===== src/rtl/multibyte_sub_seq.sv =====
// Serial multi-byte subtractor: A - B - borrow_in, one BYTE_W slice per clock, LS slice first.
// Optional zero/overflow flags are built when MULTIBYTE_SUB_FLAGS_EN is defined.
module multibyte_sub_seq #(
    parameter int unsigned BYTE_W     = 8,
    parameter int unsigned WORD_BYTES = 4
) (
    input  logic                         clk_i,
    input  logic                         reset_i,
    input  logic                         start_i,
    input  logic [BYTE_W*WORD_BYTES-1:0] word_a_i,
    input  logic [BYTE_W*WORD_BYTES-1:0] word_b_i,
    input  logic                         borrow_in_i,
    output logic                         busy_o,
    output logic                         done_o,
    output logic [BYTE_W*WORD_BYTES-1:0] word_diff_o,
`ifdef MULTIBYTE_SUB_FLAGS_EN
    output logic                         zero_flag_o,
    output logic                         ovf_flag_o,
`endif
    output logic                         borrow_out_o
);

    localparam int unsigned IdxW = $clog2(WORD_BYTES);

    typedef logic [WORD_BYTES-1:0][BYTE_W-1:0] word_t;
    typedef enum logic [1:0] {StIdle, StRun, StFin} state_e;

    state_e          state_q, state_d;
    logic [IdxW-1:0] idx_q, idx_d;
    word_t           a_q, a_d, b_q, b_d, diff_q, diff_d;
    logic            borrow_q, borrow_d;
    logic            borrow_out_q, borrow_out_d;
    logic [BYTE_W:0] byte_sub;
    logic            last_byte;

`ifdef MULTIBYTE_SUB_FLAGS_EN
    logic nonzero_q, nonzero_d;
    logic zero_q, zero_d;
    logic ovf_q, ovf_d;
`endif

    // Extra MSB of the slice result is the borrow out of this slice.
    assign byte_sub  = {1'b0, a_q[idx_q]} - {1'b0, b_q[idx_q]} - {{BYTE_W{1'b0}}, borrow_q};
    assign last_byte = (idx_q == IdxW'(WORD_BYTES - 1));

    always_comb begin
        state_d      = state_q;
        idx_d        = idx_q;
        a_d          = a_q;
        b_d          = b_q;
        diff_d       = diff_q;
        borrow_d     = borrow_q;
        borrow_out_d = borrow_out_q;
`ifdef MULTIBYTE_SUB_FLAGS_EN
        nonzero_d    = nonzero_q;
        zero_d       = zero_q;
        ovf_d        = ovf_q;
`endif
        case (state_q)
            StIdle: begin
                if (start_i) begin
                    a_d       = word_a_i;
                    b_d       = word_b_i;
                    borrow_d  = borrow_in_i;
                    idx_d     = '0;
                    state_d   = StRun;
`ifdef MULTIBYTE_SUB_FLAGS_EN
                    nonzero_d = 1'b0;
`endif
                end
            end
            StRun: begin
                diff_d[idx_q] = byte_sub[BYTE_W-1:0];
                borrow_d      = byte_sub[BYTE_W];
`ifdef MULTIBYTE_SUB_FLAGS_EN
                nonzero_d     = nonzero_q | (|byte_sub[BYTE_W-1:0]);
`endif
                if (last_byte) begin
                    borrow_out_d = byte_sub[BYTE_W];
                    idx_d        = '0;
                    state_d      = StFin;
`ifdef MULTIBYTE_SUB_FLAGS_EN
                    zero_d = ~nonzero_d;
                    // Overflow only when operand signs differ and the result sign leaves A's sign.
                    ovf_d  = (a_q[WORD_BYTES-1][BYTE_W-1] != b_q[WORD_BYTES-1][BYTE_W-1]) &&
                             (byte_sub[BYTE_W-1] != a_q[WORD_BYTES-1][BYTE_W-1]);
`endif
                end else begin
                    idx_d = idx_q + 1'b1;
                end
            end
            StFin: begin
                state_d = StIdle;
            end
            default: begin
                state_d = StIdle;
            end
        endcase
    end

    always_ff @(posedge clk_i or posedge reset_i) begin
        if (reset_i) begin
            state_q      <= StIdle;
            idx_q        <= '0;
            a_q          <= '0;
            b_q          <= '0;
            diff_q       <= '0;
            borrow_q     <= 1'b0;
            borrow_out_q <= 1'b0;
`ifdef MULTIBYTE_SUB_FLAGS_EN
            nonzero_q    <= 1'b0;
            zero_q       <= 1'b0;
            ovf_q        <= 1'b0;
`endif
        end else begin
            state_q      <= state_d;
            idx_q        <= idx_d;
            a_q          <= a_d;
            b_q          <= b_d;
            diff_q       <= diff_d;
            borrow_q     <= borrow_d;
            borrow_out_q <= borrow_out_d;
`ifdef MULTIBYTE_SUB_FLAGS_EN
            nonzero_q    <= nonzero_d;
            zero_q       <= zero_d;
            ovf_q        <= ovf_d;
`endif
        end
    end

    assign busy_o       = (state_q != StIdle);
    assign done_o       = (state_q == StFin);
    assign word_diff_o  = diff_q;
    assign borrow_out_o = borrow_out_q;
`ifdef MULTIBYTE_SUB_FLAGS_EN
    assign zero_flag_o  = zero_q;
    assign ovf_flag_o   = ovf_q;
`endif

endmodule


===== config.mk =====
export PLATFORM = sky130hd
export DESIGN_NAME = multibyte_sub_seq
export DESIGN_NICKNAME = d
export VERILOG_FILES = /design/src/rtl/multibyte_sub_seq.sv
export SDC_FILE = /design/constraint.sdc
export NUM_CORES = 1
export LEC_CHECK = 0
export ABC_CLOCK_PERIOD_IN_PS = 4050
export BUFFER_PORTS_ARGS = -buffer_cell sky130_fd_sc_hd__buf_2
export CORE_ASPECT_RATIO = 2
export CORE_UTILIZATION = 50
export CTS_CLUSTER_DIAMETER = 150
export DETAILED_ROUTE_END_ITERATION = 8
export PLACE_DENSITY = 0.81
export SLEW_MARGIN = 25
export SYNTH_ARGS = -nofsm -noshare
export SYNTH_HDL_FRONTEND = slang
export SYNTH_SLANG_ARGS = --single-unit

===== constraint.sdc =====
create_clock -name clk_i -period 4.05 [get_ports clk_i]
set_input_delay 0.81 -clock clk_i [delete_from_list [all_inputs] [get_ports clk_i]]
set_output_delay 0.81 -clock clk_i [all_outputs]
set_load 0.05 [all_outputs]

==> impl_metrics.py <==
metrics = {
    "run_status": {
        "status": "complete, but fails checks",
        "failed_checks": "DRC",
    },
    "route": {
        "drt-met1-wl_mm": 3.58,
        "wl_per_cell_um": 16.6,
        "highest_layer": "met4",
        "wl_met2_mm": 5.61,
        "drt-total-wl_mm": 9.75,
        "routed-wl-met3_um": 349,
        "drc": 8,
        "first_pass_iters": 9,
        "initialDrtViolationCount": 172,
        "ant_nets": 0,
        "vias": 3229,
        "via_per_inst": 5.50,
    },
    "synth": {
        "synth_cell_types": 35,
        "synth_cells": 376,
        "yosys_warnings": 0,
        "synthFlopType": "dfrtp_1",
        "syn_area_per_cell_um2": 12.7,
        "synthesis.area_um2": 4760,
        "synth_common_cells": "dfrtp_1, mux2_2, nand2_1",
        "synthTopCellsByArea": "dfrtp_1, mux2_2, mux4_2",
        "yosysTopAreaCellShare": 0.536,
        "synth-seq-cells": 102,
        "async_reset_ff_frac": 1.00,
        "yosysMostFrequentCell": "dfrtp_1",
        "synth_fp_nets": 462,
        "synth_edf_count": 0,
        "yosysSeqAreaShare": 0.536,
        "yosys.area.top_type": "dfrtp_1",
    },
    "worst_setup_path": {
        "end_kind": "flop",
        "r2r_slack_ps": 830,
        "start_kind": "flop",
        "timing.critical_path.arrival_ps": 3420,
        "worstPathRequired_ps": 4250,
        "crit_path_max_fanout": 11,
        "path_class": "reg -> reg",
    },
    "timing": {
        "grt_setup_unrepaired": "no",
        "skew_ps": 6.25,
        "timing.fmax_ghz": 0.311,
        "slew_headroom": 0.397,
        "tightest_slew_ps": 905,
        "whs_ps": 476,
        "fin_crit_sh": 0.794,
        "maxSlewViolCount": 0,
        "fin_crit_ps": 3220,
        "hold_violations": 0,
        "setup_violations": 0,
        "fin_tns_setup_ps": 0,
    },
    "die": {
        "design.core.area_um2": 9320,
        "rows": 50,
        "dieArea_um2": 9940,
        "start_util": 0.511,
        "die_h_um": 140,
        "fp.dieW_um": 71.0,
        "num_io_pins": 103,
    },
    "global_route": {
        "grt_overflow": 0,
        "grt_start_max_net_pins": 77,
        "grt_pass1_vias": 3417,
        "grt_pass1_wl_mm": 16.1,
        "gr-usage-all-layers": 0.214,
        "grt_antenna_before_repair": 0,
    },
    "layout": {
        "syn2layout_area_growth_pct": 19.4,
        "fin_nets": 564,
        "drive_above_1_share": 0.420,
        "antenna_cells": 0,
        "fillers": 723,
        "regArea_um2": 2550,
        "multi_input_area_um2": 2030,
    },
    "clocking": {
        "cts_sinks": 102,
        "numCtsBuffers": 9,
        "clk_path_buf_depth": 2,
        "cts_root_buffer": "clkbuf_16",
        "cts_resized": 0,
        "htree_levels": 3,
        "cts_hold_buf": 0,
        "cts_setup_buffers": 0,
        "clkSlewWorstSetupHoldPaths_ps": 70,
        "cts_tree": "built",
        "clk_latency_ps": 350,
    },
    "placed_design": {
        "dpl.hpwl_mm": 7.33,
        "gp_congestion": 0.836,
        "portBuffers": 102,
    },
    "worst_hold_path": {
        "hold_class": "reg -> reg",
    },
    "flow_run": {
        "cap_violations": 0,
    },
}
==> final timing paths <==
path                                              from                           to  cells after the start
hold / removal             word_diff_o[18]$_DFFE_PP0P_  word_diff_o[18]$_DFFE_PP0P_                      2
setup reg to reg                  idx_q[0]$_DFFE_PP0P_  word_diff_o[30]$_DFFE_PP0P_                      9
max in group asynchronous                      reset_i  word_diff_o[11]$_DFFE_PP0P_                      3
hold reg to reg            word_diff_o[18]$_DFFE_PP0P_  word_diff_o[18]$_DFFE_PP0P_                      2
min in group asynchronous                      reset_i           a_q[7]$_DFFE_PP0P_                      2
setup / recovery                  idx_q[0]$_DFFE_PP0P_  word_diff_o[30]$_DFFE_PP0P_                      9
==> flip-flops by register name (all words and copies together) (netlist names) <==
register	cells
borrow_out_o	1
idx_q	2
word_diff_o	32
b_q	32
borrow_q	1
a_q	32
state_q	2
==> layer usage <==
metal | vias up | global-route usage
li1 | 1525 | -
met1 | 1606 | 0.232
met2 | 83 | 0.400
met3 | 15 | 0.0367
met4 | 0 | 0.0874
met5 | - | 0
==> cell usage in the layout (no fill, tap or decap), types with 2 or more instances in the layout <==
master,instances
a211oi_1,7
ha_1,16
buf_4,6
xor2_1,3
or3_1,2
inv_1,27
mux2_2,64
o21ai_1,5
a21oi_1,8
o21ai_0,27
dfrtp_1,102
buf_2,102
nor2b_1,3
nand2_1,43
clkbuf_16,9
o31ai_1,2
and2_1,2
fa_1,2
nand2b_1,3
a21boi_0,2
mux4_1,6
inv_6,2
or2_2,2
nor2_1,8
mux4_2,10
nor3_1,4
clkinv_4,4
==> critical path, cell delays in order, from the launching register on <==
cell,delay (ps)
dfrtp_1,340
buf_4,240
mux4_2,550
fa_1,450
fa_1,450
a21boi_0,240
o21ai_1,200
a21boi_0,290
mux2i_1,220
o211ai_1,100
==> stage by stage <==
step	utilization	instances	area, µm²	setup slack (ps)
after floorplan	-	376	4760	565
after global placement	0.577	571	5380	916
after detailed placement	0.577	571	5380	815
after CTS	0.610	587	5680	818
after global routing	0.610	587	5680	607
final	0.610	587	5680	834
==> layout make-up <==
class	instances	area share
Sequential cell	102	0.449
Multi-Input combinational cell	229	0.357
Timing Repair Buffer	108	0.0977
Clock buffer	9	0.0396
Tap cell	104	0.0229
Inverter	28	0.0189
Clock inverter	7	0.0145
==> cell families (layout without fill, tap and decap cells) <==
logic type / count (synthesis) / after routing / share of synthesized area
xor gates and xnor gates: 5 / 5 / 0.0108
adders and majority gates: 18 / 18 / 0.0504
DFF: 102 / 102 / 0.536
AOI/OAI and AO/OA: 57 / 57 / 0.0688
buffers and inverters: 45 / 152 / 0.0391
and+or+nand+nor: 68 / 68 / 0.0610
muxes: 81 / 81 / 0.234
Power is left out: the tool's default activity adds up to more than one toggle a clock period on the data nets, which glitch-free logic cannot reach.
